===== config.mk =====
export PLATFORM = sky130hd
export DESIGN_NAME = tx_control_module
export DESIGN_NICKNAME = d
export VERILOG_FILES = /design/src/rtl/tx_control_module.sv
export SDC_FILE = /design/constraint.sdc
export NUM_CORES = 1
export LEC_CHECK = 0
export ABC_AREA = 0
export CORE_MARGIN = 2
export CORE_UTILIZATION = 30
export DETAILED_ROUTE_END_ITERATION = 12
export HOLD_SLACK_MARGIN = 0.08
export MAX_ROUTING_LAYER = met4
export PLACE_DENSITY = 0.56
export SLEW_MARGIN = 20
export SYNTH_ARGS = -nofsm -noshare
export SYNTH_HDL_FRONTEND = slang
export SYNTH_SLANG_ARGS = --single-unit

===== constraint.sdc =====
create_clock -name CLK -period 1.5 [get_ports CLK]
set_input_delay 0.15 -clock CLK [delete_from_list [all_inputs] [get_ports CLK]]
set_output_delay 0.15 -clock CLK [all_outputs]
set_load 0.05 [all_outputs]

===== src/rtl/tx_control_module.sv =====
// ----------------------------------------------------------------------------
// tx_control_module : UART transmit framing stage, one line bit per BPS_CLK tick
// Rev 1.0
// ----------------------------------------------------------------------------
`default_nettype none

module tx_control_module #(
    parameter int PARITY_EN  = 0,
    parameter int PARITY_ODD = 0,
    parameter int STOP_BITS  = 1
) (
    input  logic       CLK,
    input  logic       RST_N,
    input  logic       TX_En_Sig,
    input  logic [7:0] TX_Data,
    input  logic       BPS_CLK,
    output logic       Count_Sig,
    output logic       TX_Pin_Out,
    output logic       TX_Busy,
    output logic       TX_Done_Sig
);

    typedef enum logic [2:0] {
        IDLE       = 3'd0,
        WAIT_START = 3'd1,
        DATA       = 3'd2,
        PARITY     = 3'd3,
        STOP       = 3'd4,
        FINISH     = 3'd5
    } state_t;

    localparam logic [1:0] STOP_LAST  = 2'(STOP_BITS - 1);
    localparam logic       PARITY_INV = (PARITY_ODD != 0);
    localparam logic       USE_PARITY = (PARITY_EN != 0);

    state_t     state, state_nxt;
    logic [2:0] bit_idx, bit_idx_nxt;
    logic [1:0] stop_cnt, stop_cnt_nxt;
    logic [7:0] shift_reg, shift_reg_nxt;
    logic       parity_bit, parity_bit_nxt;
    logic       count_nxt, pin_nxt, busy_nxt, done_nxt;

    always_ff @(posedge CLK or negedge RST_N) begin
        if (!RST_N) begin
            state       <= IDLE;
            bit_idx     <= 3'd0;
            stop_cnt    <= 2'd0;
            shift_reg   <= 8'd0;
            parity_bit  <= 1'b0;
            Count_Sig   <= 1'b0;
            TX_Pin_Out  <= 1'b1;
            TX_Busy     <= 1'b0;
            TX_Done_Sig <= 1'b0;
        end else begin
            state       <= state_nxt;
            bit_idx     <= bit_idx_nxt;
            stop_cnt    <= stop_cnt_nxt;
            shift_reg   <= shift_reg_nxt;
            parity_bit  <= parity_bit_nxt;
            Count_Sig   <= count_nxt;
            TX_Pin_Out  <= pin_nxt;
            TX_Busy     <= busy_nxt;
            TX_Done_Sig <= done_nxt;
        end
    end

    always_comb begin
        state_nxt      = state;
        bit_idx_nxt    = bit_idx;
        stop_cnt_nxt   = stop_cnt;
        shift_reg_nxt  = shift_reg;
        parity_bit_nxt = parity_bit;
        count_nxt      = Count_Sig;
        pin_nxt        = TX_Pin_Out;
        busy_nxt       = TX_Busy;
        done_nxt       = 1'b0;

        unique case (state)
            IDLE: begin
                // BPS_CLK is deliberately ignored here
                pin_nxt = 1'b1;
                if (TX_En_Sig) begin
                    shift_reg_nxt  = TX_Data;
                    parity_bit_nxt = (^TX_Data) ^ PARITY_INV;
                    count_nxt      = 1'b1;
                    busy_nxt       = 1'b1;
                    state_nxt      = WAIT_START;
                end
            end
            WAIT_START: begin
                if (BPS_CLK) begin
                    pin_nxt     = 1'b0;
                    bit_idx_nxt = 3'd0;
                    state_nxt   = DATA;
                end
            end
            DATA: begin
                if (BPS_CLK) begin
                    pin_nxt     = shift_reg[bit_idx];
                    bit_idx_nxt = bit_idx + 3'd1;
                    if (bit_idx == 3'd7) begin
                        stop_cnt_nxt = 2'd0;
                        state_nxt    = USE_PARITY ? PARITY : STOP;
                    end
                end
            end
            PARITY: begin
                if (BPS_CLK) begin
                    pin_nxt      = parity_bit;
                    stop_cnt_nxt = 2'd0;
                    state_nxt    = STOP;
                end
            end
            STOP: begin
                if (BPS_CLK) begin
                    pin_nxt      = 1'b1;
                    stop_cnt_nxt = stop_cnt + 2'd1;
                    if (stop_cnt == STOP_LAST) begin
                        state_nxt = FINISH;
                    end
                end
            end
            FINISH: begin
                // This tick closes the final stop bit after a full bit period
                if (BPS_CLK) begin
                    pin_nxt   = 1'b1;
                    count_nxt = 1'b0;
                    busy_nxt  = 1'b0;
                    done_nxt  = 1'b1;
                    state_nxt = IDLE;
                end
            end
            default: begin
                state_nxt = IDLE;
            end
        endcase
    end

endmodule

`default_nettype wire


==> run_results.csv, run 1 <==
group,metric,value,unit
outcome,status,"complete, no violations",
clocking,cts_num_sinks,20,
pwr,p_clk_share,13.0,%
pwr,power_leakage,0.612,nW
sta,max_slew_margin,81.8,%
setup_path,r2r-end,"shift_reg[2]",
final_layout,largest_reg_flops,8,
yosys,synth_top_area_share,42.8,%
min_path,hold_class,"input pin to async pin",
yosys,ys_top_cells_by_area,"dfrtp_1 (43%), mux2_2 (10%), xnor2_1 (5.5%), ha_1 (3.4%), a22o_1 (3.2%)",
pwr,comb_power_share,51.5,%
floorplanning,io_pins,16,
global_route,grt_pass1_wl,3.92,mm
setup_path,crit_type,"flop to flop",
setup_path,crit_path_start_kind,"flop",
setup_path,cp.required,1.64,ns
placement,portBuffers,15,
pwr,p_total,2.74,mW
final_layout,diodes,0,
yosys,synth_nets,114,
yosys,ys_seq_elements,20,
sta,clock.fmax,715,MHz
placement,dp.cells,169,
final_layout,syn_to_final_growth,31.5,%
setup_path,worstPathArrival,1.54,ns
floorplanning,die_h,64.8,um
final_layout,nNetsFinal,143,
clocking,clk_pin_slew,0.07,ns
clocking,htreeDepth,1,
yosys,syn_area_per_cell,11.2,um2
placement,dpl_worst_slack,-0.0552,ns
global_route,grt_overflow,0,
setup_path,rrSetupSlack,0.10,ns
final_layout,drive_gt1_share,29.9,%
clocking,ctsRootBufferMaster,"clkbuf_8",
routing,via_per_inst,4.57,
sta,post-route-period-util,93.3,%
routing,vias,800,
yosys,seq_area_frac_synth,45.2,%
yosys,yosysWarningCount,0,
pwr,switching_share,37.0,%
sta,setup-violations-final,0,
pwr,peakVddDrop,910,uV
sta,hold_viol,0,
placement,hpwl,1.65,mm
floorplanning,rows,22,
global_route,top_usage_layer,"met2",
global_route,antenna_found_initial,0,
sta,maxSlewViolCount,0,
clocking,clockBufferDepth,2,
global_route,met3_usage,3.65,%
setup_path,r2r_cells,3,
clocking,insertion_delay,0.25,ns
sta,finalClockSkew,0.00293,ns
pwr,p_switching,1.01,mW
routing,drtIter0Drc,52,
clocking,numCtsBuffers,3,
yosys,ys_types,35,
yosys,syn_area,0.00111,mm2
sta,rsz0062_at_grt,"false",
sta,finalWorstPathRequiredPeriod,1.40,ns
final_layout,stdcell_count,175,
pwr,p_per_area,1880,mW/mm2
setup_path,r2r_start,"state[0]",
routing,drc_errors,0,
sta,hold_slack,0.237,ns
routing,post_drt_wl_per_cell,12.3,um
floorplanning,die_area,0.00420,mm2
floorplanning,start_util,30.8,%
sta,tns,0,ns
yosys,synthesis.instances,99,
flow_run,maxCapViolCount,0,
sta,worst_slack,0.101,ns
setup_path,end_kind,"flop",
global_route,globalRouteTotalUtil,12.4,%
pwr,p_int,1.73,mW
floorplanning,die_x,64.8,um
global_route,grt_pass1_vias,846,
routing,first_pass_iters,4,
global_route,grt_max_degree,21,
yosys,yosysTopAreaCell,"dfrtp_1",
floorplanning,core-area,0.00361,mm2
global_route,grtUsageMet2,20.5,%
clocking,cts_tree,"yes",
placement,gp_congestion,0.827,
global_route,grt_use_met1,14.8,%
pwr,pwr-share-seq,35.6,%
routing,wl,2.15,mm
routing,antenna_left,0,
sta,worst_slew_pin_slew,0.269,ns
setup_path,worstPathMaxFanout,11,
==> cells in the mapped netlist <==
library cell  instances
dfrtp_1              19
mux2_2               10
xnor2_1               7
o21ai_0               5
a22o_1                4
nand2_1               4
nor2_1                4
buf_2                 3
ha_1                  3
inv_1                 3
nor2b_1               3
a21oi_1               2
a31oi_1               2
buf_4                 2
clkbuf_1              2
mux2i_1               2
nand2b_1              2
nor3b_1               2
o2111ai_1             2
o211ai_1              2
o22ai_1               2
a22o_2                1
a22oi_1               1
and2_1                1
and3_1                1
buf_6                 1
dfstp_2               1
mux4_2                1
nand3_1               1
nand3b_1              1
nor4b_1               1
nor4b_2               1
o21a_1                1
o21bai_1              1
or3b_1                1
==> cell families (layout without fill, tap and decap cells) <==
logic type / count (synthesis) / count (layout) / synth area share, %
xor gates and xnor gates: 7 / 7 / 5.52
adders and majority gates: 3 / 3 / 3.38
AOI/OAI and AO/OA: 23 / 23 / 14.4
buffers and inverters: 11 / 39 / 5.41
and+or+nand+nor: 22 / 22 / 12.1
muxes: 13 / 13 / 14.0
DFF: 20 / 20 / 45.2
==> power groups by stage <==
stage | registers, mW | logic (mW) | clock network (mW)
floorplan | 1.04 | 0.851 | 0
global placement | 0.987 | 1.37 | 0
detailed placement | 0.992 | 1.39 | 0
CTS | 0.983 | 1.40 | 0.372
global route | 1.01 | 1.55 | 0.396
finish | 0.974 | 1.41 | 0.355
==> placed cells by master (no fill, tap or decap), types with 3 or more instances in the layout <==
cell type        count
nand2_1              4
nor2b_1              3
inv_1                3
a22o_1               4
buf_4               19
dfrtp_1             19
mux2_2              10
clkdlybuf4s50_1     11
o21ai_0              3
xnor2_1              7
clkbuf_8             3
nor2_1               4
ha_1                 3
==> worst max path at each step <==
stage | from | endpoint | cells after the start
2_1_floorplan | state[0] | shift_reg[0] | 4
3_5_place_dp | BPS_CLK | stop_cnt[1] | 5
6_report | state[0] | shift_reg[2] | 3
3_3_place_gp | BPS_CLK | stop_cnt[1] | 5
4_1_cts | bit_idx[1] | bit_idx[2] | 4
5_1_grt | bit_idx[0] | stop_cnt[0] | 6
==> final cells by class <==
| type | count | area (um2) |
|---|---|---|
| Multi-Input combinational cell | 68 | 548 |
| Clock buffer | 4 | 45.0 |
| Timing Repair Buffer | 32 | 293 |
| Inverter | 3 | 11.3 |
| Fill cell | 354 | 2150 |
| Tap cell | 48 | 60.1 |
| Sequential cell | 20 | 502 |
==> through the flow <==
step	cell area, um2	util, %
2_1_floorplan	1110	-
3_3_place_gp	1400	38.8
3_5_place_dp	1400	38.8
4_1_cts	1440	40.0
5_1_grt	1460	40.5
6_report	1460	40.5
==> layer usage <==
layer	share of wire, %	up-vias
met5	0	-
met4	0.51	0
met3	3.5	2
met2	49	11
met1	47	376
li1	-	411
==> critical path, cell delays in order, from the launching register on <==
cell	delay (ns)
dfrtp_1	0.47
nor4b_2	0.23
buf_4	0.23
mux2_2	0.35
==> repair_timing <==
| action | in CTS | in global routing |
|---|---|---|
| resized for setup | 0 | 2 |
| setup buffers | 0 | 2 |
| setup endpoints to repair | 0 | 2 |
| hold buffers | 0 | 0 |
(Power assumes the default switching activity.)
==> run 2, diff against run 1 <==
==> constraint.sdc (replaced) <==
create_clock -name CLK -period 1.5 [get_ports CLK]
set_input_delay 0.225 -clock CLK [delete_from_list [all_inputs] [get_ports CLK]]
set_output_delay 0.225 -clock CLK [all_outputs]
set_load 0.05 [all_outputs]
==> run 2 against run 1 <==
Final cell count fell by 1.1%. Sequential power rose by 1%. Highest routed layer unchanged. Critical path depth unchanged. Critical endpoint is now bit_idx[0]. Core utilization shrank 0.42 points. Non-clock buffer count shrank 2.
==> run_results.csv, run 2 (synthesis results as in run 1) <==
group,metric,value,unit
setup_path,rrSetupSlack,0.10,ns
global_route,grt_overflow,0,
final_layout,nNetsFinal,141,
setup_path,end_kind,"flop",
setup_path,worstPathArrival,1.54,ns
pwr,p_total,2.72,mW
setup_path,r2r-end,"bit_idx[0]",
setup_path,crit_path_start_kind,"flop",
clocking,cts_tree,"yes",
placement,portBuffers,15,
global_route,globalRouteTotalUtil,12.0,%
setup_path,r2r_start,"state[2]",
sta,finalClockSkew,0.00522,ns
min_path,hold_class,"input pin to async pin",
floorplanning,die_x,64.8,um
floorplanning,core-area,0.00361,mm2
floorplanning,die_h,64.8,um
placement,hpwl,1.70,mm
sta,clock.fmax,716,MHz
global_route,antenna_found_initial,0,
pwr,p_per_area,1890,mW/mm2
setup_path,cp.required,1.64,ns
routing,first_pass_iters,4,
routing,vias,808,
routing,post_drt_wl_per_cell,12.7,um
clocking,cts_num_sinks,20,
placement,dpl_worst_slack,-0.149,ns
outcome,status,"complete, no violations",
sta,rsz0062_at_grt,"false",
final_layout,multi_input_area,548,um2
setup_path,r2r_cells,3,
floorplanning,start_util,30.8,%
clocking,htreeDepth,1,
sta,worst_slew_pin_slew,0.270,ns
floorplanning,io_pins,16,
routing,via_per_inst,4.67,
sta,finalWorstPathRequiredPeriod,1.40,ns
setup_path,worstPathMaxFanout,14,
pwr,peakVddDrop,896,uV
final_layout,syn_to_final_growth,30.1,%
clocking,numCtsBuffers,3,
sta,worst_slack,0.103,ns
sta,maxSlewViolCount,0,
clocking,ctsRootBufferMaster,"clkbuf_8",
final_layout,drive_gt1_share,28.8,%
final_layout,regArea,502,um2
global_route,grt_pass1_vias,855,
placement,placed_cell_area,0.00140,mm2
clocking,cts_setup_buffers,0,
setup_path,crit_type,"flop to flop",
sta,post-route-period-util,93.1,%
clocking,clockBufferDepth,2,
global_route,grt_pass1_wl,3.85,mm
final_layout,largest_reg_flops,8,
pwr,power_leakage,0.602,nW
routing,wl,2.19,mm
final_layout,layout_commonest_cell,"dfrtp_1",
final_layout,final_area,0.00144,mm2
routing,drtIter0Drc,54,
clocking,postCtsResizedCells,0,
flow_run,maxCapViolCount,0,
routing,drc_errors,0,
placement,gp_congestion,0.831,
final_layout,diodes,0,
routing,antenna_left,0,
global_route,grt_max_degree,21,
final_layout,num-fill-cells,360,
sta,max_slew_margin,81.7,%
floorplanning,rows,22,
sta,setup-violations-final,0,
final_layout,most-common-layout-cells,"dfrtp_1 (19), buf_4 (17), clkdlybuf4s50_1 (11), mux2_2 (10), xnor2_1 (7)",
clocking,insertion_delay,0.25,ns
placement,dp.cells,169,
final_layout,stdcell_count,173,
sta,hold_viol,0,
floorplanning,die_area,0.00420,mm2
clocking,cts-hold-fix-buffers,0,
clocking,clk_pin_slew,0.07,ns
## run 2: worst max path at each step
stage | from | end | slack, ns | cells past startpoint
floorplan | state[0] | shift_reg[0] | 0.11 | 4
finish | state[2] | bit_idx[0] | 0.10 | 3
global placement | BPS_CLK | stop_cnt[0] | -0.12 | 6
global route | BPS_CLK | stop_cnt[1] | 0.03 | 5
detailed placement | BPS_CLK | stop_cnt[1] | -0.15 | 5
CTS | state[2] | bit_idx[0] | 0.09 | 3
## run 2: final cells by class
| cell class | count | share of cell area, % |
|---|---|---|
| Inverter | 3 | 0.780 |
| Clock buffer | 4 | 3.12 |
| Multi-Input combinational cell | 68 | 38.0 |
| Tap cell | 48 | 4.16 |
| Timing Repair Buffer | 30 | 19.2 |
| Sequential cell | 20 | 34.7 |
## run 2: worst max-delay path: stages (launching register included)
cell and delay (ns):
dfrtp_1 0.43, buf_12 0.16, or3b_1 0.44, a22o_1 0.26
## run 2: power by group
group | total (mW) | internal [mW] | switching (mW)
Sequential | 0.987 | 0.789 | 0.198
Combinational | 1.38 | 0.734 | 0.651
Clock | 0.353 | 0.189 | 0.165
## run 2: through the flow
| stage | setup TNS (ns) | util, % | hold WS [ns] |
|---|---|---|---|
| final | 0 | 40.0 | 0.306 |
| after global routing | 0 | 40.0 | 0.330 |
| after CTS | 0 | 40.0 | 0.318 |
| after detailed placement | -1.51 | 38.8 | 0.485 |
| after global placement | -1.28 | 38.8 | 0.482 |
| after floorplan | 0 | - | -0.0706 |
## run 2: per-layer routing
layer	vias to the layer above	track usage (%)	share of wire, %
met5	-	-	0
met4	0	2.93	0.59
met3	2	3.65	3.5
met2	11	19.1	47
met1	391	14.9	49
li1	404	-	-
